File: config.mk
export PLATFORM = sky130hd
export DESIGN_NAME = if_buffer
export DESIGN_NICKNAME = d
export VERILOG_FILES = /design/src/rtl/if_buffer_pkg.sv /design/src/rtl/if_buffer_mem.sv /design/src/rtl/if_buffer.sv
export SDC_FILE = /design/constraint.sdc
export NUM_CORES = 1
export LEC_CHECK = 0
export ABC_AREA = 0
export ABC_CLOCK_PERIOD_IN_PS = 6600
export BUFFER_PORTS_ARGS = -buffer_cell sky130_fd_sc_hd__buf_2
export CAP_MARGIN = 40
export CORE_UTILIZATION = 46
export DETAILED_ROUTE_END_ITERATION = 12
export PLACE_DENSITY = 0.62
export SLEW_MARGIN = 20
export SYNTH_ARGS = -nofsm -noshare
export SYNTH_HDL_FRONTEND = slang
export SYNTH_SLANG_ARGS = --single-unit
File: constraint.sdc
create_clock -name clk -period 6.6 [get_ports clk]
set_input_delay 0.99 -clock clk [delete_from_list [all_inputs] [get_ports clk]]
set_output_delay 0.99 -clock clk [all_outputs]
set_load 0.01 [all_outputs]
File: src/rtl/if_buffer_pkg.sv
// Shared types and constants for the fetch-to-decode buffer.
// Latency: n/a (declarations only).
// Backpressure: n/a (declarations only).
package if_buffer_pkg;

  // Architectural register width; matches the core-wide XLEN.
  localparam int XLEN = 32;

  // Canonical no-op (addi x0, x0, 0) shown to decode whenever nothing is buffered.
  localparam logic [XLEN-1:0] INST_NOP = 32'h0000_0013;

  // One buffered fetch: the pc travels with its instruction word.
  typedef struct packed {
    logic [XLEN-1:0] pc;
    logic [XLEN-1:0] inst;
  } ibuf_entry_t;

endpackage

File: src/rtl/if_buffer_mem.sv
// Storage array for the fetch buffer: one write port, one asynchronous read port.
// Latency: write visible on the read port after the write edge; read is combinational.
// Backpressure: none here; the owner guarantees it never writes an occupied slot.
module if_buffer_mem
  import if_buffer_pkg::*;
#(
  parameter int DEPTH = 4,
  parameter int PTR_W = 2
) (
  input  logic              clk,
  input  logic              we,
  input  logic [PTR_W-1:0]  waddr,
  input  ibuf_entry_t       wdata,
  input  logic [PTR_W-1:0]  raddr,
  output ibuf_entry_t       rdata
);

  ibuf_entry_t mem [DEPTH];

  // Capture the incoming entry; contents are never reset because the
  // pointers/count alone decide which slots are live.
  always_ff @(posedge clk) begin
    if (we) begin
      mem[waddr] <= wdata;
    end
  end

  assign rdata = mem[raddr];

endmodule

File: src/rtl/if_buffer.sv
// Fetch-to-decode decoupling FIFO holding {pc, inst} pairs from the ifu.
// Latency: 1 cycle from push edge to out_valid when the buffer was empty.
// Backpressure: in_ready drops when full (no same-cycle pass-through); flush empties it.
module if_buffer
  import if_buffer_pkg::*;
#(
  parameter int DEPTH = 4,
  parameter int PTR_W = 2
) (
  input  logic            clk,
  input  logic            rst_n,
  input  logic            flush,
  input  logic            in_valid,
  output logic            in_ready,
  input  logic [XLEN-1:0] in_pc,
  input  logic [XLEN-1:0] in_inst,
  output logic            out_valid,
  input  logic            out_ready,
  output logic [XLEN-1:0] out_pc,
  output logic [XLEN-1:0] out_inst
);

  localparam logic [PTR_W:0]   CNT_FULL = (PTR_W+1)'(DEPTH);
  localparam logic [PTR_W:0]   CNT_ONE  = (PTR_W+1)'(1);
  localparam logic [PTR_W-1:0] PTR_ONE  = PTR_W'(1);

  logic [PTR_W-1:0] wr_ptr;
  logic [PTR_W-1:0] rd_ptr;
  logic [PTR_W:0]   count;
  logic             push;
  logic             pop;
  ibuf_entry_t      wdata;
  ibuf_entry_t      rdata;

  // Ready depends on occupancy only, so a full buffer never forwards
  // a fetch straight through even if decode is draining this cycle.
  assign in_ready  = (count != CNT_FULL);
  assign out_valid = (count != '0);

  // Flush kills both handshakes so a redirect cannot leak a stale fetch.
  assign push = in_valid  & in_ready  & ~flush;
  assign pop  = out_valid & out_ready & ~flush;

  assign wdata.pc   = in_pc;
  assign wdata.inst = in_inst;

  // Pointer and occupancy tracking; flush outranks any same-cycle push/pop.
  always_ff @(posedge clk or negedge rst_n) begin
    if (!rst_n) begin
      wr_ptr <= '0;
      rd_ptr <= '0;
      count  <= '0;
    end else if (flush) begin
      wr_ptr <= '0;
      rd_ptr <= '0;
      count  <= '0;
    end else begin
      if (push) begin
        wr_ptr <= wr_ptr + PTR_ONE;
      end
      if (pop) begin
        rd_ptr <= rd_ptr + PTR_ONE;
      end
      case ({push, pop})
        2'b10:   count <= count + CNT_ONE;
        2'b01:   count <= count - CNT_ONE;
        default: count <= count;
      endcase
    end
  end

  if_buffer_mem #(
    .DEPTH (DEPTH),
    .PTR_W (PTR_W)
  ) u_mem (
    .clk   (clk),
    .we    (push),
    .waddr (wr_ptr),
    .wdata (wdata),
    .raddr (rd_ptr),
    .rdata (rdata)
  );

  // Empty buffer shows a clean no-op at pc 0 instead of stale storage.
  assign out_pc   = out_valid ? rdata.pc   : '0;
  assign out_inst = out_valid ? rdata.inst : INST_NOP;

endmodule

Word-level counts from Yosys, hierarchy flattened
Memories as Yosys holds them, arrays and structs flattened.
Cells that the tools add are included.
Operators by class
  add/subtract/negate cells: 4
  eq/ne operators: 3
  multiplexer cells: 10
  bitwise gates (word level): 5
  reduce and logical (&&, ||, !) cells: 4
Operators by type and width (count)
  2-to-1 mux 32 bit: 2
  2-to-1 mux 2 bit: 4
  one-hot mux 3 bit (2 select lines): 1
  nonzero test 3 bit: 2
  adder 2 x 1 -> 2 bit, second input constant: 2
  AND 1 bit: 4
  nonzero test 2 bit: 2
  adder 3 x 1 -> 3 bit, second input constant: 1
  2-to-1 mux 3 bit: 1
  inequality test 3 bit, second input constant: 1
  subtractor 3 x 1 -> 3 bit, second input constant: 1
  == test 2 x 1 -> 1 bit, second input constant: 1
  == test 2 bit, second input constant: 1
  2-to-1 mux 1 bit: 2
  inverter 1 bit: 1
Word-level totals
  register bits after elaboration: 7
  bits in writable memories: 256
  input bits: 69
  output and inout bits: 66
  memories: 1
Memory list
  u_mem.mem: words 4, bits a word 64, read ports 1, clocked after memory_dff 0, wr ports 1, RTL line if_buffer_mem.sv:18  | ibuf_entry_t mem [DEPTH];

Longest topological paths before layout
  depth after elaboration: 6
  mapped depth: 7

Cells and area by module
A second synthesis with hierarchy kept.
Second synthesis, totals
  cell total of the unflattened synthesis: 466
  area, all modules: 10301.1 um^2
Modules (own cells, without submodules)
  if_buffer_mem: instances 1, cells each 338, area an instance 9341.5 um^2
  if_buffer: instances 1, cells each 128, area an instance 959.7 um^2

Worst setup path before layout
No wires, ideal clock.
  kind: in2reg
  start: in flush
  end: mem u_mem.mem[0][0] (netlist name), enable pin
  data arrival time: 3.057 ns
  data required time: 6.171 ns
  setup slack: 3.114 ns
  cell stages on the path: 3
  buffers on the path: 1
  cell sequence: clkbuf_1 -> nor3_1 -> and2_1
On the way
  longest elaborated chain between the ends: 4
RTL lines
  start, declared: RTL line if_buffer.sv:12  | input logic flush,
  inverter 1 bit: RTL line if_buffer.sv:41  | assign push = in_valid & in_ready & ~flush;
  AND 1 bit: RTL line if_buffer.sv:41
  2-to-1 mux 1 bit: RTL line if_buffer_mem.sv:23  | if (we) begin
  2-to-1 mux 1 bit (implied by the code): RTL line if_buffer_mem.sv:24  | mem[waddr] <= wdata;
  end, declared: RTL line if_buffer_mem.sv:18
No other way between the ends.

Final worst setup path
  start: reg rd_ptr[0]
  end: out out_pc[23]
On the way
  longest elaborated chain between the ends: 2
RTL lines
  start, declared: RTL line if_buffer.sv:28  | logic [PTR_W-1:0] rd_ptr;
  start signal, assigned: RTL line if_buffer.sv:62  | rd_ptr <= rd_ptr + PTR_ONE;
  memory (4 x 64 bit)
  2-to-1 mux 32 bit: RTL line if_buffer.sv:85  | assign out_pc = out_valid ? rdata.pc : '0;
  end, declared: RTL line if_buffer.sv:19  | output logic [XLEN-1:0] out_pc,
No other way between the ends.

==> results <==
- The run finished with clean final reports.
- The floorplan step set the die width to 151 um.
- The placed wire-length estimate is 11.2 mm.
- The upper clock frequency limit is 257 MHz.
- In this run the cell area of the synthesized design comes to 10200 um^2.
- Across the run, the number of max-cap violations was 0.
- STA classifies the critical path endpoint as an output port.
- The final routed DRC violation total is 0.
- The routed layout has 4864 vias.
- Traced cell by cell, the critical path runs through buf_12 > buf_4 > mux4_2 > and2_1 > buf_2.
- The largest individual stage delay along the critical path comes from the cell sky130_fd_sc_hd__dfrtp_4.
- The number of violations reported at the end of detailed-routing iteration 0 is 215.
- The critical path contains buffers and inverters numbering 3 combined.
- The congestion estimate from routability-driven global placement came to 0.739.
- The final critical-path required period is 3890 ps.
- The gate family responsible for the most delay along the worst path is buffers and inverters.
- The worst hold path class is in2async.
- The minimum setup slack among reg-to-reg paths is 4110 ps.
- The count of pins over their slew limit is 0.
- The register bit count reported by yosys is 263.
- The detailed-route wire length per cell is 20.8 um.
- The initial core utilization is 0.469.
- The number of endpoints with negative hold slack in the final report is 0.
- The total of warnings raised by yosys is 0.
- The average size of a mapped cell is 21.9 um^2.
- The die area is 22800 um^2.
- The clock transition at the register clock pins on the worst setup and hold paths after CTS is 60 ps.
- The maximum number of pins on one net before global-route repair is 43.
- In this design, the stage delay of the slowest critical-path cell is 670 ps.
- In this run the worst path has a maximum fanout of 25.
- The startpoint-to-endpoint class of the critical path is reg2out.
- The root buffer cell chosen for the clock tree is sky130_fd_sc_hd__clkbuf_16.
- The worst-case reg-to-reg path depth is 6.
- The worst endpoint required time is 5610 ps.
- The via count of the first global-routing pass is 5236.
- STA puts the critical path data arrival time at 2900 ps.
- The residual antenna-violating net count after detailed routing is 0.
- The floorplan step set the die height to 151 um.
- The post-synthesis cell type count is 35.
- The insertion delay to the later sink of the worst-skew pair is 530 ps.
- The global router's overall resource usage is 0.173.
- The cell count after synthesis is 468.
- The count of boundary I/O pins is 135.
- The total CTS buffers is 28.
- Hold repair after CTS inserted 0 buffers.
- The leakage dissipation is 4.22 nW.
- At the pin with the least slew margin, the transition time is 631 ps.
- Setup repair after global routing left no endpoint under its margin.
- The first global-routing pass estimated 29.1 mm of wire.
- Using the TritonRoute via totals, the vias-per-cell ratio works out to 5.30.
- The cell type with the largest total area after synthesis is sky130_fd_sc_hd__edfxtp_1.
- The power per cell area is 350 nW/um^2.
- The number of buffers inserted to repair setup after CTS is 0.
- IR analysis of the VDD net gives a maximum drop of 222 uV.
- Dividing the final minimum period by the clock period gives 0.590.
- The level count of the clock H-tree is 1.
- The worst setup path is launched from a flop.
- Prior to clock tree synthesis, the placed netlist has a worst setup slack of 3160 ps.
- The number of nets in the finished design is 689.
- The TritonCTS clock tree is done.
- Setup violations remaining at the end of the flow were counted as 0.
- Of the cells placed in the final design, the portion with a size suffix greater than 1 is 0.407.
- The post-route setup TNS is 0 ps.
- The number of resized instances in the post-cts repair step is 0.
- No sink is reached through more buffers than the 3 on the longest clock path.
- The final worst slack is 2710 ps.
- The total iterations of the first detailed-routing run is 4.
- In this run the tool buffered the top-level ports with 134 buffer cells.
- The floorplan row count is 54.
- The clock net sink count is 263.
- In this run the critical register-to-register path is launched from count[0].
- The worst slew margin relative to its limit is 0.576.
- The core region is 21800 um^2.
- Of the post-synthesis cell area, the dominant cell type holds 0.751.
- The number of nets handed over by synthesis was 542.
- After synthesis, the cell types taking the most area are sky130_fd_sc_hd__edfxtp_1 (75%), sky130_fd_sc_hd__mux4_2 (14%), sky130_fd_sc_hd__and2_1 (4.0%).
- Global routing finished with a remaining overflow of 0.
- The number of antenna violations at the first check in global routing is 3.
- The area growth from synthesis to layout is 20.4%.
- The total length of routed wires is 19.1 mm.
- Of the synthesized area, sequential elements account for 0.768.
- On the final layout, the worst clock skew is 14.6 ps.
- The reg-to-reg critical path endpoint is count[1].
-- synthesized netlist by cell type, drive strengths merged --
master	instances
a2111oi	1
a211oi	1
a21bo	1
a21oi	3
a311o	1
a31oi	2
and2	65
buf	16
clkbuf	9
dfrtp	7
edfxtp	256
fa	1
ha	4
inv	6
mux2i	1
mux4	64
nand2	1
nand3	2
nand3b	2
nor2	5
nor3	3
nor3b	1
nor4b	1
nor4bb	1
o2111ai	1
o21a	1
o21ai	2
o311ai	2
o31ai	1
or2	3
or3b	1
xor2	3
-- metal layers --
| layer | GRT usage | share of wire | vias to the layer above | wire length [um] |
|---|---|---|---|---|
| met2 | 0.306 | 0.52 | 131 | 9860 |
| met5 | 0 | 0.0015 | - | 29 |
| met3 | 0.0446 | 0.059 | 37 | 1140 |
| met1 | 0.211 | 0.40 | 2489 | 7670 |
| li1 | - | - | 2203 | - |
| met4 | 0.0470 | 0.022 | 4 | 416 |
-- registers in the layout, indices dropped and copies added (netlist names) --
signal and flops:
u_mem.mem 256, wr_ptr 2, rd_ptr 2, count 3
-- cell type report --
type                    instances  area [um^2]
fillers                      1676         9510
clock inverters                14          274
clock buffers                  38          759
well taps                     280          350
diodes                          1         2.50
repair buffers                142          833
flip-flops and latches        263         7870
inverters                       6         22.5
multi-input cells             174         2210
-- layout by cell type, fill, tap and decap left out, types with 4 or more instances in the layout --
master	instances
sky130_fd_sc_hd__nor2_1	5
sky130_fd_sc_hd__bufinv_16	8
sky130_fd_sc_hd__mux4_2	64
sky130_fd_sc_hd__ha_1	4
sky130_fd_sc_hd__buf_12	5
sky130_fd_sc_hd__buf_2	134
sky130_fd_sc_hd__clkbuf_1	9
sky130_fd_sc_hd__inv_1	5
sky130_fd_sc_hd__and2_1	61
sky130_fd_sc_hd__dfrtp_1	5
sky130_fd_sc_hd__edfxtp_1	256
sky130_fd_sc_hd__clkbuf_16	29
sky130_fd_sc_hd__and2_4	4
-- report_power, final --
part | total (W) | internal, W | leakage [nW] | switching (W)
clock network | 0.00172 | 0.00112 | 0.495 | 0.000608
registers | 0.00194 | 0.00189 | 2.41 | 0.0000429
logic | 0.000647 | 0.000321 | 1.31 | 0.000325
total | 0.00431 | 0.00333 | 4.22 | 0.000976
-- metrics by stage --
step | hold slack (ps) | utilization | cells | area (um^2) | total power, W
global placement | 571 | 0.510 | 858 | 11100 | 0.00260
CTS | 274 | 0.564 | 917 | 12300 | 0.00437
finish | 283 | 0.564 | 918 | 12300 | 0.00431
floorplan | 557 | - | 468 | 10200 | 0.00239
detailed placement | 613 | 0.517 | 865 | 11300 | 0.00264
global route | 278 | 0.564 | 917 | 12300 | 0.00448
-- worst reg2reg max path, stage by stage (launching register included) --
cell and delay (ps):
sky130_fd_sc_hd__dfrtp_1 540, sky130_fd_sc_hd__o31ai_1 630, sky130_fd_sc_hd__nor3_1 140, sky130_fd_sc_hd__fa_1 520, sky130_fd_sc_hd__a21bo_2 230, sky130_fd_sc_hd__a211oi_1 230, sky130_fd_sc_hd__a311o_1 140
-- worst max path at each step --
stage,from,endpoint,slack [ps],depth (start not counted)
2_1_floorplan,flush,u_mem.mem[0][0],3110,3
3_3_place_gp,rd_ptr[0],out_pc[23],3020,4
3_5_place_dp,rd_ptr[0],out_pc[23],3160,5
4_1_cts,rd_ptr[0],out_pc[23],2580,5
5_1_grt,rd_ptr[0],out_pc[23],2480,5
6_report,rd_ptr[0],out_pc[23],2710,5
-- cells by family (layout without fill, tap and decap cells) --
group	count (synthesis)	in the layout	synth area share
AO/OA/AOI/OAI	16	16	0.0113
XOR/XNOR	3	3	0.00257
adder cells (fa/ha/maj)	5	5	0.00685
buffers and inverters	31	200	0.0169
flip-flops	263	263	0.768
multiplexers	65	65	0.142
other	0	1	0
AND/OR/NAND/NOR	85	85	0.0521
Note: power is estimated with default switching activity, not from simulation.
